[config.mk]
export PLATFORM = sky130hd
export DESIGN_NAME = hazard_ctrl_flat
export DESIGN_NICKNAME = d
export VERILOG_FILES = /design/src/rtl/hazard_ctrl_if.sv /design/src/rtl/hazard_ctrl.sv /design/src/flat_wrapper.sv
export SDC_FILE = /design/constraint.sdc
export NUM_CORES = 1
export LEC_CHECK = 0
export CORE_ASPECT_RATIO = 0.9
export CORE_MARGIN = 5
export CORE_UTILIZATION = 50
export DETAILED_ROUTE_END_ITERATION = 10
export GPL_ROUTABILITY_DRIVEN = 0
export GPL_TIMING_DRIVEN = 1
export PLACE_DENSITY = 0.82
export SETUP_SLACK_MARGIN = 0.2
export SLEW_MARGIN = 20
export SYNTH_ARGS = -nofsm -noshare
export SYNTH_HDL_FRONTEND = slang
export SYNTH_SLANG_ARGS = --single-unit
[constraint.sdc]
create_clock -name clk -period 4.8 [get_ports clk]
set_clock_uncertainty 0.05 [all_clocks]
set_input_delay 0.48 -clock clk [delete_from_list [all_inputs] [get_ports clk]]
set_output_delay 0.48 -clock clk [all_outputs]
set_load 0.02 [all_outputs]
[src/rtl/hazard_ctrl_if.sv]
// ---------------------------------------------------------------------------
// hazard_ctrl_if
// Bundles the pipeline-side signals seen by the hazard controller.
//   master : pipeline / test side. Drives the register indices, the load and
//            redirect flags, the write enables and imemReady. Receives the
//            stall, flush and forward controls and the status outputs.
//   slave  : hazard controller side, with the directions reversed.
// Signals:
//   rs1D, rs2D               sources of the instruction in the fetch/decode bank
//   rs1E, rs2E, rdE          execute-stage sources and destination
//   memReadE, pcSrcE         execute-stage load flag and taken redirect
//   rdM, rdW                 memory/writeback destinations
//   regWriteM, regWriteW     memory/writeback write enables
//   imemReady                instruction memory returned data this cycle
//   stallF, weFD             hold PC / fetch-decode bank write enable
//   flushD, flushE           synchronous clears of the FD and DE banks
//   forwardAE, forwardBE     operand selects: 00 regfile, 10 from M, 01 from W
//   imemTimeout, stallCount  sticky memory timeout flag, total stall cycles
// ---------------------------------------------------------------------------
interface hazard_ctrl_if;
    logic [4:0]  rs1D;
    logic [4:0]  rs2D;
    logic [4:0]  rs1E;
    logic [4:0]  rs2E;
    logic [4:0]  rdE;
    logic        memReadE;
    logic        pcSrcE;
    logic [4:0]  rdM;
    logic [4:0]  rdW;
    logic        regWriteM;
    logic        regWriteW;
    logic        imemReady;
    logic        stallF;
    logic        weFD;
    logic        flushD;
    logic        flushE;
    logic [1:0]  forwardAE;
    logic [1:0]  forwardBE;
    logic        imemTimeout;
    logic [31:0] stallCount;

    modport master (
        output rs1D, rs2D, rs1E, rs2E, rdE, memReadE, pcSrcE,
        output rdM, rdW, regWriteM, regWriteW, imemReady,
        input  stallF, weFD, flushD, flushE, forwardAE, forwardBE,
        input  imemTimeout, stallCount
    );

    modport slave (
        input  rs1D, rs2D, rs1E, rs2E, rdE, memReadE, pcSrcE,
        input  rdM, rdW, regWriteM, regWriteW, imemReady,
        output stallF, weFD, flushD, flushE, forwardAE, forwardBE,
        output imemTimeout, stallCount
    );
endinterface

[src/rtl/hazard_ctrl.sv]
// ---------------------------------------------------------------------------
// hazard_ctrl
// Hazard unit for a five-stage pipeline with a variable-latency instruction
// memory. It produces the PC stall, the fetch/decode write enable, the FD and
// DE bank flushes and the execute-stage forwarding selects. A three-state FSM
// tracks outstanding instruction fetches and redirects that arrive while a
// fetch is still outstanding.
// Ports:
//   clk    rising-edge clock
//   reset  asynchronous, active-low; clears all state and forces the idle
//          output pattern while low
//   hz     hazard_ctrl_if.slave bundle (see hazard_ctrl_if for signal list)
// ---------------------------------------------------------------------------
module hazard_ctrl (
    input  logic         clk,
    input  logic         reset,
    hazard_ctrl_if.slave hz
);
    typedef enum logic [1:0] {
        RUN           = 2'd0,
        WAIT_IMEM     = 2'd1,
        REDIRECT_PEND = 2'd2
    } state_t;

    state_t      state_q, state_d;
    logic [7:0]  wait_cnt_q, wait_cnt_d;
    logic        timeout_q, timeout_d;
    logic [31:0] stall_count_q, stall_count_d;

    logic        mem_wait;
    logic        load_use;
    logic        stall_f;
    logic        we_fd;
    logic        flush_d;
    logic        flush_e;

    assign mem_wait = ~hz.imemReady;

    // A load in execute whose destination feeds the decode instruction.
    // x0 is never a real dependency.
    assign load_use = hz.memReadE && (hz.rdE != 5'd0) &&
                      ((hz.rdE == hz.rs1D) || (hz.rdE == hz.rs2D));

    // ------------------------------------------------------------------
    // Forwarding: one identical selector per execute operand. M is the
    // younger producer, so it wins over W.
    // ------------------------------------------------------------------
    logic [1:0][4:0] rs_e;
    logic [1:0][1:0] fwd_sel;

    assign rs_e[0] = hz.rs1E;
    assign rs_e[1] = hz.rs2E;

    for (genvar gi = 0; gi < 2; gi++) begin : g_fwd
        logic hit_m;
        logic hit_w;
        assign hit_m = hz.regWriteM && (hz.rdM != 5'd0) && (hz.rdM == rs_e[gi]);
        assign hit_w = hz.regWriteW && (hz.rdW != 5'd0) && (hz.rdW == rs_e[gi]);
        assign fwd_sel[gi] = !reset ? 2'b00 :
                             hit_m  ? 2'b10 :
                             hit_w  ? 2'b01 : 2'b00;
    end

    assign hz.forwardAE = fwd_sel[0];
    assign hz.forwardBE = fwd_sel[1];

    // ------------------------------------------------------------------
    // FSM next state
    // ------------------------------------------------------------------
    always_comb begin
        state_d = state_q;
        case (state_q)
            RUN: begin
                if (mem_wait) begin
                    state_d = hz.pcSrcE ? REDIRECT_PEND : WAIT_IMEM;
                end
            end
            WAIT_IMEM: begin
                // A redirect arriving together with the data is handled as
                // an ordinary redirect flush this cycle, so go straight home.
                if (!mem_wait) begin
                    state_d = RUN;
                end else if (hz.pcSrcE) begin
                    state_d = REDIRECT_PEND;
                end
            end
            REDIRECT_PEND: begin
                if (!mem_wait) begin
                    state_d = RUN;
                end
            end
            default: state_d = RUN;
        endcase
    end

    // ------------------------------------------------------------------
    // Pipeline controls. Priority: redirect, memory wait, pending-redirect
    // discard, load-use. While reset is low the idle pattern is forced.
    // ------------------------------------------------------------------
    always_comb begin
        stall_f = 1'b0;
        we_fd   = 1'b1;
        flush_d = 1'b0;
        flush_e = 1'b0;
        if (reset) begin
            if (hz.pcSrcE) begin
                flush_d = 1'b1;
                flush_e = 1'b1;
                // The fetch is still outstanding: the PC must hold even
                // though the younger instructions are being squashed.
                if (mem_wait) begin
                    stall_f = 1'b1;
                    we_fd   = 1'b0;
                end
            end else if (mem_wait) begin
                stall_f = 1'b1;
                we_fd   = 1'b0;
                flush_e = 1'b1;
            end else if (state_q == REDIRECT_PEND) begin
                // The data that finally arrived belongs to the wrong path.
                flush_d = 1'b1;
            end else if (load_use) begin
                stall_f = 1'b1;
                we_fd   = 1'b0;
                flush_e = 1'b1;
            end
        end
    end

    assign hz.stallF = stall_f;
    assign hz.weFD   = we_fd;
    assign hz.flushD = flush_d;
    assign hz.flushE = flush_e;

    // ------------------------------------------------------------------
    // Wait counter and sticky timeout. Cycles spent in RUN do not count,
    // so the first missing cycle only moves the FSM into a wait state.
    // ------------------------------------------------------------------
    always_comb begin
        wait_cnt_d = 8'd0;
        if ((state_q != RUN) && mem_wait) begin
            wait_cnt_d = (wait_cnt_q == 8'hFF) ? 8'hFF : wait_cnt_q + 8'd1;
        end
        timeout_d     = timeout_q | (wait_cnt_d == 8'hFF);
        stall_count_d = stall_count_q + 32'(stall_f);
    end

    always_ff @(posedge clk or negedge reset) begin
        if (!reset) begin
            state_q       <= RUN;
            wait_cnt_q    <= 8'd0;
            timeout_q     <= 1'b0;
            stall_count_q <= 32'd0;
        end else begin
            state_q       <= state_d;
            wait_cnt_q    <= wait_cnt_d;
            timeout_q     <= timeout_d;
            stall_count_q <= stall_count_d;
        end
    end

    assign hz.imemTimeout = timeout_q;
    assign hz.stallCount  = stall_count_q;

endmodule

[src/flat_wrapper.sv]
// flat-port wrapper written by rule: the top's interface ports become plain ports
module hazard_ctrl_flat 
  (clk, reset, hz_rs1D, hz_rs2D, hz_rs1E, hz_rs2E, hz_rdE, hz_memReadE, hz_pcSrcE, hz_rdM, hz_rdW, hz_regWriteM, hz_regWriteW, hz_imemReady, hz_stallF, hz_weFD, hz_flushD, hz_flushE, hz_forwardAE, hz_forwardBE, hz_imemTimeout, hz_stallCount);
  hazard_ctrl_if hz_i ();
  input  logic clk;
  input  logic reset;
  input wire logic [$bits(hz_i.rs1D)-1:0] hz_rs1D;
  input wire logic [$bits(hz_i.rs2D)-1:0] hz_rs2D;
  input wire logic [$bits(hz_i.rs1E)-1:0] hz_rs1E;
  input wire logic [$bits(hz_i.rs2E)-1:0] hz_rs2E;
  input wire logic [$bits(hz_i.rdE)-1:0] hz_rdE;
  input wire logic [$bits(hz_i.memReadE)-1:0] hz_memReadE;
  input wire logic [$bits(hz_i.pcSrcE)-1:0] hz_pcSrcE;
  input wire logic [$bits(hz_i.rdM)-1:0] hz_rdM;
  input wire logic [$bits(hz_i.rdW)-1:0] hz_rdW;
  input wire logic [$bits(hz_i.regWriteM)-1:0] hz_regWriteM;
  input wire logic [$bits(hz_i.regWriteW)-1:0] hz_regWriteW;
  input wire logic [$bits(hz_i.imemReady)-1:0] hz_imemReady;
  output wire logic [$bits(hz_i.stallF)-1:0] hz_stallF;
  output wire logic [$bits(hz_i.weFD)-1:0] hz_weFD;
  output wire logic [$bits(hz_i.flushD)-1:0] hz_flushD;
  output wire logic [$bits(hz_i.flushE)-1:0] hz_flushE;
  output wire logic [$bits(hz_i.forwardAE)-1:0] hz_forwardAE;
  output wire logic [$bits(hz_i.forwardBE)-1:0] hz_forwardBE;
  output wire logic [$bits(hz_i.imemTimeout)-1:0] hz_imemTimeout;
  output wire logic [$bits(hz_i.stallCount)-1:0] hz_stallCount;
  assign hz_i.rs1D = hz_rs1D;
  assign hz_i.rs2D = hz_rs2D;
  assign hz_i.rs1E = hz_rs1E;
  assign hz_i.rs2E = hz_rs2E;
  assign hz_i.rdE = hz_rdE;
  assign hz_i.memReadE = hz_memReadE;
  assign hz_i.pcSrcE = hz_pcSrcE;
  assign hz_i.rdM = hz_rdM;
  assign hz_i.rdW = hz_rdW;
  assign hz_i.regWriteM = hz_regWriteM;
  assign hz_i.regWriteW = hz_regWriteW;
  assign hz_i.imemReady = hz_imemReady;
  assign hz_stallF = hz_i.stallF;
  assign hz_weFD = hz_i.weFD;
  assign hz_flushD = hz_i.flushD;
  assign hz_flushE = hz_i.flushE;
  assign hz_forwardAE = hz_i.forwardAE;
  assign hz_forwardBE = hz_i.forwardBE;
  assign hz_imemTimeout = hz_i.imemTimeout;
  assign hz_stallCount = hz_i.stallCount;
  hazard_ctrl u_core (.clk(clk), .reset(reset), .hz(hz_i));
endmodule
## Word level (Yosys, flattened, before mapping)

Cells that the tools add are included.

| word-level totals | value |
|---|---|
| output and inout bits | 41 |
| register bits | 43 |
| input port bits | 42 |

| operators by class | value |
|---|---|
| add/sub/neg operators | 2 |
| equal/unequal tests | 13 |
| bitwise logic cells | 2 |
| mux-type cells | 32 |
| reductions and logical operators | 16 |

Operators with widths:

| cell | number |
|---|---|
| adder 32 x 1 -> 32 bit | 1 |
| equality test 5 bit | 6 |
| two-way mux 1 bit | 20 |
| two-way mux 2 bit | 9 |
| equality test 8 bit, second input constant | 2 |
| two-way mux 8 bit | 2 |
| nonzero test 5 bit | 3 |
| logical AND 1 bit | 9 |
| adder 8 x 1 -> 8 bit, second input constant | 1 |
| case mux 2 bit (3 select lines) | 1 |
| != test 2 bit, second input constant | 2 |
| != test 3 bit, second input constant | 1 |
| AND reduction 3 bit | 1 |
| equality test 2 x 1 -> 1 bit, second input constant | 1 |
| equality test 2 bit, second input constant | 1 |
| logical NOT 2 bit | 1 |
| nonzero test 2 bit | 1 |
| logical OR 1 bit | 1 |
| NOT 1 bit | 1 |
| bitwise OR 1 bit | 1 |

## Logic depth before layout (Yosys ltp)

| logic depth | value |
|---|---|
| word-level depth | 9 |
| depth in mapped cells | 10 |
| mapped depth without buffers | 10 |

## Worst setup path before layout

OpenSTA, ideal clock, no wires.

| timing path | value |
|---|---|
| path kind | input port to flip-flop |
| start | in hz_rdE[1] |
| end | reg u_core.stall_count_q[30], in the netlist u_core.hz.stallCount[30] |
| path slack | 1.472 ns |
| arrival time | 3.199 ns |
| required time | 4.670 ns |
| cell stages on the path | 10 |
| path buffers | 0 |
| path through | xor2_1 -> nor3_1 -> a22oi_1 -> o41ai_1 -> ha_1 -> ha_1 -> and2_0 -> and3_1 -> nor4b_2 -> xor2_1 |

| between the ends | value |
|---|---|
| longest elaborated chain between the ends | 9 |

Ends and longest elaborated chain:

| what | line | text |
|---|---|---|
| start, declared | flat_wrapper.sv:11 | `input wire logic [$bits(hz_i.rdE)-1:0] hz_rdE;` |
| equality test 5 bit or nonzero test 5 bit (tied branches) | hazard_ctrl.sv:42, hazard_ctrl.sv:41 |  |
| logical OR 1 bit or logical AND 1 bit (tied branches) | hazard_ctrl.sv:42, hazard_ctrl.sv:41 |  |
| logical AND 1 bit * | hazard_ctrl.sv:41 | `assign load_use = hz.memReadE && (hz.rdE != 5'd0) &&` |
| two-way mux 1 bit * | hazard_ctrl.sv:122 | `end else if (load_use) begin` |
| two-way mux 1 bit * | hazard_ctrl.sv:119 | `end else if (state_q == REDIRECT_PEND) begin` |
| two-way mux 1 bit * | hazard_ctrl.sv:115 | `end else if (mem_wait) begin` |
| two-way mux 1 bit * | hazard_ctrl.sv:106 | `if (hz.pcSrcE) begin` |
| two-way mux 1 bit * | hazard_ctrl.sv:105 | `if (reset) begin` |
| via hz_stallF | flat_wrapper.sv:19 | `output wire logic [$bits(hz_i.stallF)-1:0] hz_stallF;` |
| adder 32 x 1 -> 32 bit * | hazard_ctrl.sv:145 | `stall_count_d = stall_count_q + 32'(stall_f);` |
| via u_core.stall_count_d[30] | hazard_ctrl.sv:28 | `logic [31:0] stall_count_q, stall_count_d;` |
| end signal, assigned | hazard_ctrl.sv:158 | `stall_count_q <= stall_count_d;` |
| end, declared | hazard_ctrl.sv:28 |  |

The timed path passes the listed nets; every way through them passes the cells marked *.
A chain may end at the register's enable or synchronous reset.

## Worst setup path in the final report

| timing path | value |
|---|---|
| start | in hz_rdM[0] |
| end | out hz_forwardBE[0] |

| between the ends | value |
|---|---|
| longest elaborated chain between the ends | 5 |

Ends and longest elaborated chain:

| what | line | text |
|---|---|---|
| start, declared | flat_wrapper.sv:14 | `input wire logic [$bits(hz_i.rdM)-1:0] hz_rdM;` |
| nonzero test 5 bit | hazard_ctrl.sv:57 | `assign hit_m = hz.regWriteM && (hz.rdM != 5'd0) && (hz.rdM == rs_e[gi]);` |
| logical AND 1 bit | hazard_ctrl.sv:57 |  |
| logical AND 1 bit * | hazard_ctrl.sv:57 |  |
| two-way mux 2 bit * | hazard_ctrl.sv:60 | `hit_m ? 2'b10 :` |
| two-way mux 2 bit * | hazard_ctrl.sv:59 | `assign fwd_sel[gi] = !reset ? 2'b00 :` |
| end, declared | flat_wrapper.sv:24 | `output wire logic [$bits(hz_i.forwardBE)-1:0] hz_forwardBE;` |

Every way passes the cells marked *; elsewhere a longest branch is shown, timed or not.

==> reports/results.txt <==
Outcome = completed
Yosys cell types = 42
Crit start category = primary input
Rows = 24
Final instance area = 3480 um2
Root Driver = clkbuf_8
Ys flop type = dfrtp_1
Leak = 1.51 nW
Min Tclk post-route = 3.37 ns
Clock net sink count = 43
Number of synthesized flops with an enable pin = 0
Vias per cell = 5.44
Deepest clock path buffer count = 2
CP required = 4.27 ns
Top post-synthesis cells by area = dfrtp_1 43%, xor2_1 16%, xnor2_1 6.3%
Chip width = 84.4 um
First-pass GRT wire length = 10,900 um
Async SR Flop Fraction = 100%
Setup tns final = 0 ns
Number of diodes = 0
Max Fclk = 0.296 GHz
Setup Viol. Count Final = 0
Detail Placement HPWL = 4920 um
Post-route DRC = 0
Pins Over Slew Limit = 0
CTS Hold Bufs = 0
Final net count = 366
1st-iter DRT viols = 130
Final core occ = 71.9%
CTS tree = done
Area occupied by registers = 1080 um2
CP arrival = 2.84 ns
Largest net degree at the start of global routing = 27
Initial antenna violation count = 0
H-tree levels = 2
Buffers added on ports = 82
Seq/Total Area, Yosys = 43.2%
Register-to-register setup slack = 2.01 ns
PD cells = 265 nW/um2
Worst-path clk slew = 0.08 ns
Syn Inst Count = 235
# Max-Cap Violations = 0
Setup repair after global routing missed its margin = false
Syn avg cell area = 10.6 um2
Multi-input logic area = 1360 um2
TritonCTS buffer count = 5
Routed Antenna Nets = 0
Yosys top cell area share = 43.2%
Total die area = 6490 um2
Critical Path Source = hz_rdM[0]
Tot Pwr = 0.922 mW
Num ports = 83
Critical path class = in -> out
Area growth syn-to-layout = 39.7%
Pre-CTS WS = 1.16 ns
Synth area leader = dfrtp_1
Min-delay worst type = in -> async
Slew @ Worst Pin = 0.577 ns
Seq cells post-synth = 43
Worst-skew pair later-pin latency = 0.30 ns
R2R Path End = u_core.hz.stallCount[30]$_DFF_PN0_
Grt total ovfl = 0
Initial DRT Pass Iterations = 4
# resized after CTS = 0
Final worst slack = 1.43 ns
CP max FO = 3
Syn Std Cell Area = 2490 um2
Rel. slew slack = 61.3%
VDD IR max = 0.000217 V
Die Height = 76.9 um
Ys Warns = 0
Layout cells sized above 1 = 7.45%
Vias in the first global route = 2,200
Post-CTS setup buffers = 0
Initial Utilization = 51.5%
Synth Net Count = 280
Fillers = 377
Core box area = 4830 um2
Final Hold Fails = 0
Worst R2R Path Depth = 9
WL/cell = 16.4 um
Worst setup EP type = primary output
RR Startpoint = u_core.state_q[1]$_DFFE_PN0P_
Critical Path End = hz_forwardBE[0]
DRT Wirelength = 6370 um
Placed inst area = 3360 um2
GRT Util Overall = 20.7%
Final cycle utilization of the critical path = 70.3%
Via count = 2,107
[synthesized netlist by cell type (all sizes together), types with 4 or more instances]
master and instances:
xor2 46, dfrtp 43, xnor2 18, nand2 17, nand3 16, nor4 16
nor3 10, a21oi 8, and3 6, and4 5, inv 5, nand4 5
or4 5, and2 4, buf 4, nor2 4
[routing by layer]
| layer | up-vias | part of all wire [%] | global-route usage (%) |
|---|---|---|---|
| met2 | 49 | 53 | 35.6 |
| li1 | 1012 | - | - |
| met5 | - | 0 | 0 |
| met3 | 10 | 4.0 | 4.93 |
| met4 | 0 | 1.3 | 5.22 |
| met1 | 1036 | 42 | 26.3 |
[kinds of logic after synthesis]
group | share of synthesized area [%]
xor+xnor | 22.5
buf+inv | 2.16
compound gates | 5.13
simple gates | 25.0
flops | 43.2
fa+ha+maj | 1.51
mux | 0.452
[placed cells by master, fill, tap and decap left out, drive strengths merged, types with 8 or more instances in the layout]
cell type,instances
a21oi,8
nor4,16
dfrtp,43
xor2,46
nor3,10
nand2,17
clkdlybuf4s50,81
nand3,16
xnor2,18
[registers in the layout (all words and copies together) (netlist names)]
signal                 cells
u_core.hz.stallCount      32
u_core.hz.imemTimeout      1
u_core.wait_cnt_q          8
u_core.state_q             2
[per-stage QoR]
step,std cells,hold WS [ns]
floorplan,235,0.134
global placement,379,0.404
detailed placement,379,0.407
CTS,387,0.112
global route,387,0.136
finish,387,0.105
[layout make-up]
| type | instances | share of cell area, % |
|---|---|---|
| Tap cell | 65 | 2.34 |
| Timing Repair Buffer | 83 | 23.7 |
| Multi-Input combinational cell | 183 | 39.1 |
| Clock inverter | 2 | 1.01 |
| Sequential cell | 43 | 31.0 |
| Inverter | 5 | 0.540 |
| Clock buffer | 6 | 2.38 |
[power breakdown]
group          total, mW  leakage (nW)  switching [mW]  internal [mW]
Clock              0.292        0.0612           0.123          0.168
Combinational      0.205         0.868          0.0995          0.105
Sequential         0.426         0.578          0.0377          0.388
[critical path, stage by stage]
cell             delay (ns)
clkdlybuf4s50_1        0.48
or4_1                  0.57
o21ai_0                0.24
nor4_1                 0.13
nor4_2                 0.28
clkdlybuf4s50_1        0.67
[how the worst min path moves through the flow]
| stage | startpoint | slack, ns | endpoint |
|---|---|---|---|
| 3_3_place_gp | u_core.hz.imemTimeout$_DFF_PN0_ | 0.40 | u_core.hz.imemTimeout$_DFF_PN0_ |
| 5_1_grt | reset | 0.14 | u_core.state_q[1]$_DFFE_PN0P_ |
| 4_1_cts | reset | 0.11 | u_core.state_q[1]$_DFFE_PN0P_ |
| 3_5_place_dp | u_core.hz.imemTimeout$_DFF_PN0_ | 0.41 | u_core.hz.imemTimeout$_DFF_PN0_ |
| 2_1_floorplan | reset | 0.13 | u_core.hz.imemTimeout$_DFF_PN0_ |
| 6_report | reset | 0.11 | u_core.state_q[1]$_DFFE_PN0P_ |
No activity file was read; power rests on OpenSTA's default activity.
